==> config.mk <==
export PLATFORM = sky130hd
export DESIGN_NAME = mult_div_pipe
export DESIGN_NICKNAME = d
export VERILOG_FILES = /design/src/rtl/mult_div_pipe.sv
export SDC_FILE = /design/constraint.sdc
export NUM_CORES = 2
export LEC_CHECK = 0
export BUFFER_PORTS_ARGS = -buffer_cell sky130_fd_sc_hd__buf_2
export CAP_MARGIN = 20
export CORE_MARGIN = 1
export CORE_UTILIZATION = 45
export DETAILED_ROUTE_END_ITERATION = 10
export PLACE_DENSITY_LB_ADDON = 0.12
export SLEW_MARGIN = 20
export SYNTH_ARGS = -nofsm -noshare
export SYNTH_HDL_FRONTEND = slang
export SYNTH_SLANG_ARGS = --single-unit
export TNS_END_PERCENT = 30
==> constraint.sdc <==
create_clock -name clk -period 12.1 [get_ports clk]
set_input_delay 1.21 -clock clk [delete_from_list [all_inputs] [get_ports clk]]
set_output_delay 1.21 -clock clk [all_outputs]
set_load 0.01 [all_outputs]
==> src/rtl/mult_div_pipe.sv <==
// RV32M multiply/divide unit: pipelined multiplier plus iterative restoring divider
// sharing one output register; results retire in completion order with their ROB tag.
module mult_div_pipe #(
  parameter int unsigned XLEN       = 32,
  parameter int unsigned ROB_DEPTH  = 16,
  parameter int unsigned MUL_STAGES = 3,
  localparam int unsigned TAG_W     = $clog2(ROB_DEPTH)
) (
  input  logic             clk,
  input  logic             rst,
  input  logic             flush,
  input  logic             in_valid,
  output logic             in_ready,
  input  logic [2:0]       in_funct3,
  input  logic [XLEN-1:0]  in_rs1,
  input  logic [XLEN-1:0]  in_rs2,
  input  logic [TAG_W-1:0] in_tag,
  output logic             out_valid,
  input  logic             out_ready,
  output logic [XLEN-1:0]  out_result,
  output logic [TAG_W-1:0] out_tag,
  output logic             busy
);

  localparam int unsigned LAST  = MUL_STAGES - 1;
  localparam int unsigned CNT_W = (XLEN > 1) ? $clog2(XLEN) : 1;

  localparam logic [1:0] DIV_IDLE = 2'd0;
  localparam logic [1:0] DIV_CALC = 2'd1;
  localparam logic [1:0] DIV_FIX  = 2'd2;
  localparam logic [1:0] DIV_DONE = 2'd3;

  localparam logic [XLEN-1:0] MOST_NEG = {1'b1, {(XLEN-1){1'b0}}};

  // Multiplier pipeline state
  logic [MUL_STAGES-1:0] mul_valid_q;
  logic [2*XLEN-1:0]     mul_prod_q [MUL_STAGES];
  logic [1:0]            mul_f3_q   [MUL_STAGES];
  logic [TAG_W-1:0]      mul_tag_q  [MUL_STAGES];

  // Divider state
  logic [1:0]       div_state_q;
  logic [CNT_W-1:0] div_cnt_q;
  logic [XLEN-1:0]  div_rem_q;
  logic [XLEN-1:0]  div_quo_q;
  logic [XLEN-1:0]  div_dvsr_q;
  logic [XLEN-1:0]  div_rs1_q;
  logic [XLEN-1:0]  div_res_q;
  logic [TAG_W-1:0] div_tag_q;
  logic             div_qneg_q;
  logic             div_rneg_q;
  logic             div_is_rem_q;
  logic             div_zero_q;
  logic             div_ovf_q;

  // Output register
  logic             out_valid_q;
  logic [XLEN-1:0]  out_result_q;
  logic [TAG_W-1:0] out_tag_q;

  logic             div_done;
  logic             out_free;
  logic             div_to_out;
  logic             mul_to_out;
  logic             mul_advance;
  logic             mul_load0;
  logic             accept;
  logic             mul_accept;
  logic             div_accept;
  logic             rs1_sgn;
  logic             rs2_sgn;
  logic [2*XLEN-1:0] mul_a;
  logic [2*XLEN-1:0] mul_b;
  logic [2*XLEN-1:0] mul_prod;
  logic [XLEN-1:0]  mul_sel;
  logic             div_sgn;
  logic             div_a_neg;
  logic             div_b_neg;
  logic [XLEN:0]    div_shift;
  logic [XLEN:0]    div_trial;
  logic [XLEN-1:0]  div_q_fix;
  logic [XLEN-1:0]  div_r_fix;
  logic [XLEN-1:0]  div_fix_res;

  // Divider result beats a waiting multiplier; the multiplier then stalls as a whole.
  assign div_done    = (div_state_q == DIV_DONE);
  assign out_free    = !out_valid_q || out_ready;
  assign div_to_out  = div_done && out_free;
  assign mul_to_out  = mul_valid_q[LAST] && out_free && !div_done;
  assign mul_advance = !mul_valid_q[LAST] || mul_to_out;
  assign mul_load0   = mul_advance || !mul_valid_q[0];

  always_comb begin
    in_ready = 1'b0;
    if (!(rst || flush)) begin
      if (in_funct3[2]) begin
        in_ready = (div_state_q == DIV_IDLE);
      end else begin
        in_ready = mul_load0;
      end
    end
  end

  assign accept     = in_valid && in_ready;
  assign mul_accept = accept && !in_funct3[2];
  assign div_accept = accept && in_funct3[2];

  // Widen each operand to 2*XLEN; the low 2*XLEN product bits then match the signed product.
  assign rs1_sgn  = (in_funct3[1:0] != 2'b11);
  assign rs2_sgn  = !in_funct3[1];
  assign mul_a    = {{XLEN{rs1_sgn && in_rs1[XLEN-1]}}, in_rs1};
  assign mul_b    = {{XLEN{rs2_sgn && in_rs2[XLEN-1]}}, in_rs2};
  assign mul_prod = mul_a * mul_b;
  assign mul_sel  = (mul_f3_q[LAST] == 2'b00) ? mul_prod_q[LAST][XLEN-1:0]
                                              : mul_prod_q[LAST][2*XLEN-1:XLEN];

  always_ff @(posedge clk) begin
    if (rst || flush) begin
      mul_valid_q <= '0;
    end else if (mul_advance) begin
      for (int i = int'(LAST); i > 0; i--) begin
        mul_valid_q[i] <= mul_valid_q[i-1];
      end
      mul_valid_q[0] <= mul_accept;
    end else if (!mul_valid_q[0]) begin
      mul_valid_q[0] <= mul_accept;
    end
  end

  always_ff @(posedge clk) begin
    if (mul_load0) begin
      mul_prod_q[0] <= mul_prod;
      mul_f3_q[0]   <= in_funct3[1:0];
      mul_tag_q[0]  <= in_tag;
    end
    if (mul_advance) begin
      for (int i = int'(LAST); i > 0; i--) begin
        mul_prod_q[i] <= mul_prod_q[i-1];
        mul_f3_q[i]   <= mul_f3_q[i-1];
        mul_tag_q[i]  <= mul_tag_q[i-1];
      end
    end
  end

  assign div_sgn   = !in_funct3[0];
  assign div_a_neg = div_sgn && in_rs1[XLEN-1];
  assign div_b_neg = div_sgn && in_rs2[XLEN-1];
  assign div_shift = {div_rem_q, div_quo_q[XLEN-1]};
  assign div_trial = div_shift - {1'b0, div_dvsr_q};
  assign div_q_fix = div_qneg_q ? -div_quo_q : div_quo_q;
  assign div_r_fix = div_rneg_q ? -div_rem_q : div_rem_q;

  // Special cases are picked in FIX so they cost the same latency as a normal divide.
  always_comb begin
    div_fix_res = div_is_rem_q ? div_r_fix : div_q_fix;
    if (div_zero_q) begin
      div_fix_res = div_is_rem_q ? div_rs1_q : '1;
    end else if (div_ovf_q) begin
      div_fix_res = div_is_rem_q ? '0 : div_rs1_q;
    end
  end

  always_ff @(posedge clk) begin
    if (rst || flush) begin
      div_state_q <= DIV_IDLE;
      div_cnt_q   <= '0;
    end else begin
      case (div_state_q)
        DIV_IDLE: begin
          if (div_accept) begin
            div_state_q <= DIV_CALC;
            div_cnt_q   <= '0;
          end
        end
        DIV_CALC: begin
          div_cnt_q <= div_cnt_q + 1'b1;
          if (div_cnt_q == CNT_W'(XLEN - 1)) begin
            div_state_q <= DIV_FIX;
          end
        end
        DIV_FIX:  div_state_q <= DIV_DONE;
        DIV_DONE: begin
          if (div_to_out) begin
            div_state_q <= DIV_IDLE;
          end
        end
        default:  div_state_q <= DIV_IDLE;
      endcase
    end
  end

  always_ff @(posedge clk) begin
    if (div_accept) begin
      div_rem_q    <= '0;
      div_quo_q    <= div_a_neg ? -in_rs1 : in_rs1;
      div_dvsr_q   <= div_b_neg ? -in_rs2 : in_rs2;
      div_rs1_q    <= in_rs1;
      div_tag_q    <= in_tag;
      div_qneg_q   <= div_a_neg ^ div_b_neg;
      div_rneg_q   <= div_a_neg;
      div_is_rem_q <= in_funct3[1];
      div_zero_q   <= (in_rs2 == '0);
      div_ovf_q    <= div_sgn && (in_rs1 == MOST_NEG) && (in_rs2 == '1);
    end else if (div_state_q == DIV_CALC) begin
      if (!div_trial[XLEN]) begin
        div_rem_q <= div_trial[XLEN-1:0];
        div_quo_q <= {div_quo_q[XLEN-2:0], 1'b1};
      end else begin
        div_rem_q <= div_shift[XLEN-1:0];
        div_quo_q <= {div_quo_q[XLEN-2:0], 1'b0};
      end
    end
    if (div_state_q == DIV_FIX) begin
      div_res_q <= div_fix_res;
    end
  end

  always_ff @(posedge clk) begin
    if (rst) begin
      out_valid_q  <= 1'b0;
      out_result_q <= '0;
      out_tag_q    <= '0;
    end else if (flush) begin
      out_valid_q <= 1'b0;
    end else if (div_to_out) begin
      out_valid_q  <= 1'b1;
      out_result_q <= div_res_q;
      out_tag_q    <= div_tag_q;
    end else if (mul_to_out) begin
      out_valid_q  <= 1'b1;
      out_result_q <= mul_sel;
      out_tag_q    <= mul_tag_q[LAST];
    end else if (out_ready) begin
      out_valid_q <= 1'b0;
    end
  end

  assign out_valid  = out_valid_q;
  assign out_result = out_result_q;
  assign out_tag    = out_tag_q;
  assign busy       = (|mul_valid_q) || (div_state_q != DIV_IDLE) || out_valid_q;

endmodule
==> qor.txt <==
Status: completed
Worst-path clk slew: 0.06 ns
Share of synthesized cell area in full adder, half adder and majority cells: 44.6%
Layout cells sized above 1: 5.91%
Area delta synth->final: 6.08%
Max Slew Vio Count: 0
H-tree depth: 2
# nets final: 7224
CP Capture Type: flip-flop
Endpoints failing setup: 0
Bufs on Longest Clock Path: 3
Filler Cell Count: 12000
Initial Util: 45.3%
Worst Hold Depth: 0
Synthesized flop and latch total: 426
Setup Skew: 0.0185 ns
Initial antenna violation count: 17
Async S/R FF share, synth: 0%
Total GRT Usage: 28.2%
Worst Hold End: mul_f3_q[0][4]
Crit Path Category: primary input to flip-flop
Drt drc: 0
Finished Cell Area: 0.0612 mm^2
First-pass GRT wire length: 272000 um
Vias per cell: 5.50
Antenna Nets Post-Route: 0
Routability cong.: 0.931
Row cnt: 131
Post-Syn Instances: 5882
CTS hold repair buffers: 0
RSZ-0062 raised after global routing: false
Synth Flop Type: edfxtp_1
# port buffers: 114
CP max FO: 19
Main combinational cell family by area after synthesis: adder cells
Die height: 360 um
Initial DRC count: 3364
Xor/xnor cell area share of the yosys netlist: 3.25%
HPWL after DPL: 138000 um
Area of placed instances: 0.0597 mm^2
CP required: 12.45 ns
Clock Latency Late Sink: 0.60 ns
Syn_nets: 7339
Final period util: 85.0%
DR WL/cell: 24.2 um
Post-Syn Area per Cell: 9.82 um^2
RR Endpoint: div_rem_q[18]
Period minus WS final: 10.28 ns
WP data arrival: 10.63 ns
Post-Synth Simple-Gate Area: 13.0%
Min-delay worst type: flip-flop to flip-flop
Hold path start: mul_f3_q[0][2]
Setup slack, reg-to-reg: 7.85 ns
R2R Path Start: div_quo_q[31]
Mux contribution to synthesized area: 1.03%
Ys Warns: 0
Clock Sinks: 426
Netlist cell types: 82
GRT overflow: 0
Mapped cell area: 0.0577 mm^2
Non-filler cells, final: 7469
Placed insts: 7379
Num ports: 115
Rel. slew slack: 24.8%
Hold Slack: 0.413 ns
Synth Area in Compound Gates: 7.52%
Chip Width: 360 um
Worst Tran Pin Value: 1.13 ns
Post-CTS Setup Inserts: 0
Core Box Area: 0.127 mm^2
PostCTS Resize Cnt: 0
DRT Pass-1 Iters: 5
Part of the Yosys area used for sequential elements: 20.8%
Die footprint: 0.130 mm^2
Hold Vio Cnt, Final: 0
EDFF count, synth: 347
CTS tree: yes
WL final: 181000 um
Fmax: 0.0973 GHz
Setup TNS: 0 ns
Crit path launch type: primary input
Max-Cap Viols: 0
R2R depth: 14
Inserted Clock Buffers: 46
Vias in the first global route: 42700
Vias: 41100
Clock Tree Root: clkbuf_16
Pin count of the biggest net entering global routing: 89
flip-flops by register name, summed over array words and instances, names as in the netlist, 2 cells and up:
register	flops
div_cnt_q	5
div_dvsr_q	32
div_quo_q	32
div_rem_q	32
div_res_q	32
div_rs1_q	32
div_state_q	2
div_tag_q	4
mul_f3_q	6
mul_prod_q	192
mul_tag_q	12
mul_valid_q	3
out_result	32
out_tag	4
placed cells by master, fill, tap and decap left out, types with 18 or more instances in the layout:
| master | netlist | layout |
|---|---|---|
| a21o_1 | 54 | 54 |
| a21oi_1 | 197 | 197 |
| and2_1 | 348 | 348 |
| buf_2 | 7 | 114 |
| buf_4 | 1 | 82 |
| clkbuf_16 | 0 | 46 |
| dfxtp_1 | 79 | 79 |
| edfxtp_1 | 347 | 347 |
| fa_1 | 1126 | 1126 |
| ha_1 | 255 | 254 |
| inv_1 | 1153 | 1152 |
| mux2_2 | 33 | 33 |
| mux2i_1 | 22 | 22 |
| nand2_1 | 860 | 860 |
| nand3_1 | 25 | 25 |
| nand4_1 | 26 | 26 |
| nor2_1 | 208 | 206 |
| nor2b_1 | 18 | 18 |
| nor3_1 | 36 | 36 |
| o21a_1 | 21 | 21 |
| o21ai_0 | 139 | 138 |
| o221ai_1 | 33 | 33 |
| o22a_1 | 29 | 29 |
| o22ai_1 | 37 | 37 |
| o31ai_1 | 27 | 27 |
| xnor2_1 | 107 | 107 |
| xor2_1 | 107 | 107 |
area by class of cell:
type                    instances  area [um^2]  area share [%]
clock inverters                28          344           0.562
multi-input cells            3942        40100            65.4
clock buffers                  56         1200            1.96
well taps                    1662         2080            3.40
inverters                    1153         4330            7.07
repair buffers                198         1210            1.98
diodes                          4         10.0          0.0163
flip-flops and latches        426        12000            19.6
synthesized netlist by cell type (all sizes together) (54+ instances only):
cell type,number,area share (%)
xor2,107,1.6
ha,255,5.5
o21ai,151,1.3
inv,1153,7.5
a21o,54,0.70
nand2,860,5.6
a21oi,199,1.7
fa,1126,39
nor2,208,1.4
buf,62,0.42
dfxtp,79,2.7
and2,348,3.8
xnor2,107,1.6
edfxtp,347,18
clkbuf,299,1.9
per-layer routing:
layer / track usage, % / up-vias / part of all wire, %
met2: 45.2 / 1505 / 47
li1: - / 17900 / -
met4: 8.93 / 8 / 3.6
met1: 40.0 / 21400 / 43
met3: 3.27 / 240 / 6.8
met5: 0 / - / 0.035
metrics by stage:
step / utilization [%] / setup slack (ns)
after floorplan: - / 0.00207
after global placement: 46.9 / 1.41
after detailed placement: 46.9 / 1.14
after CTS: 48.1 / 1.76
after global routing: 48.1 / 1.49
final: 48.1 / 1.82
cells by family (layout without fill, tap and decap cells):
kind of cell	count (synthesis)	after routing
compound gates	670	670
xor+xnor	214	214
fa+ha+maj	1381	1381
buf+inv	1514	1435
flops	426	426
mux	55	55
other cells	0	4
simple gates	1622	1622
how the worst max path moves through the flow:
| stage | start | endpoint | slack (ns) | depth (start not counted) |
|---|---|---|---|---|
| after detailed placement | in_rs1[7] | mul_prod_q[0][63] | 1.14 | 27 |
| after global placement | in_rs1[7] | mul_prod_q[0][63] | 1.41 | 27 |
| final | in_rs1[7] | mul_prod_q[0][63] | 1.82 | 27 |
| after CTS | in_rs1[7] | mul_prod_q[0][63] | 1.76 | 27 |
| after global routing | in_funct3[0] | mul_prod_q[0][63] | 1.49 | 28 |
| after floorplan | out_ready | mul_valid_q[2] | 0.002 | 3 |
worst max-delay path, stage by stage:
cell and delay [ns]:
buf_2 0.54, buf_4 0.47, nand2_1 0.14, fa_1 0.57, inv_1 0.06, fa_1 0.49
inv_1 0.05, fa_1 0.53, inv_1 0.05, fa_1 0.40, fa_1 0.54, inv_1 0.06
fa_1 0.47, inv_1 0.05, fa_1 0.51, fa_1 0.42, ha_1 0.41, a21oi_1 0.39
o21bai_1 0.15, a21o_1 0.21, a221o_1 0.45, nor3_1 0.88, a21oi_2 0.18, a21oi_1 0.51
o21ai_2 0.21, mux2i_1 0.15, a2111oi_0 0.46
Power is not shown: default switching activity piles up to over one toggle a cycle in this logic, so the estimate is an artifact.
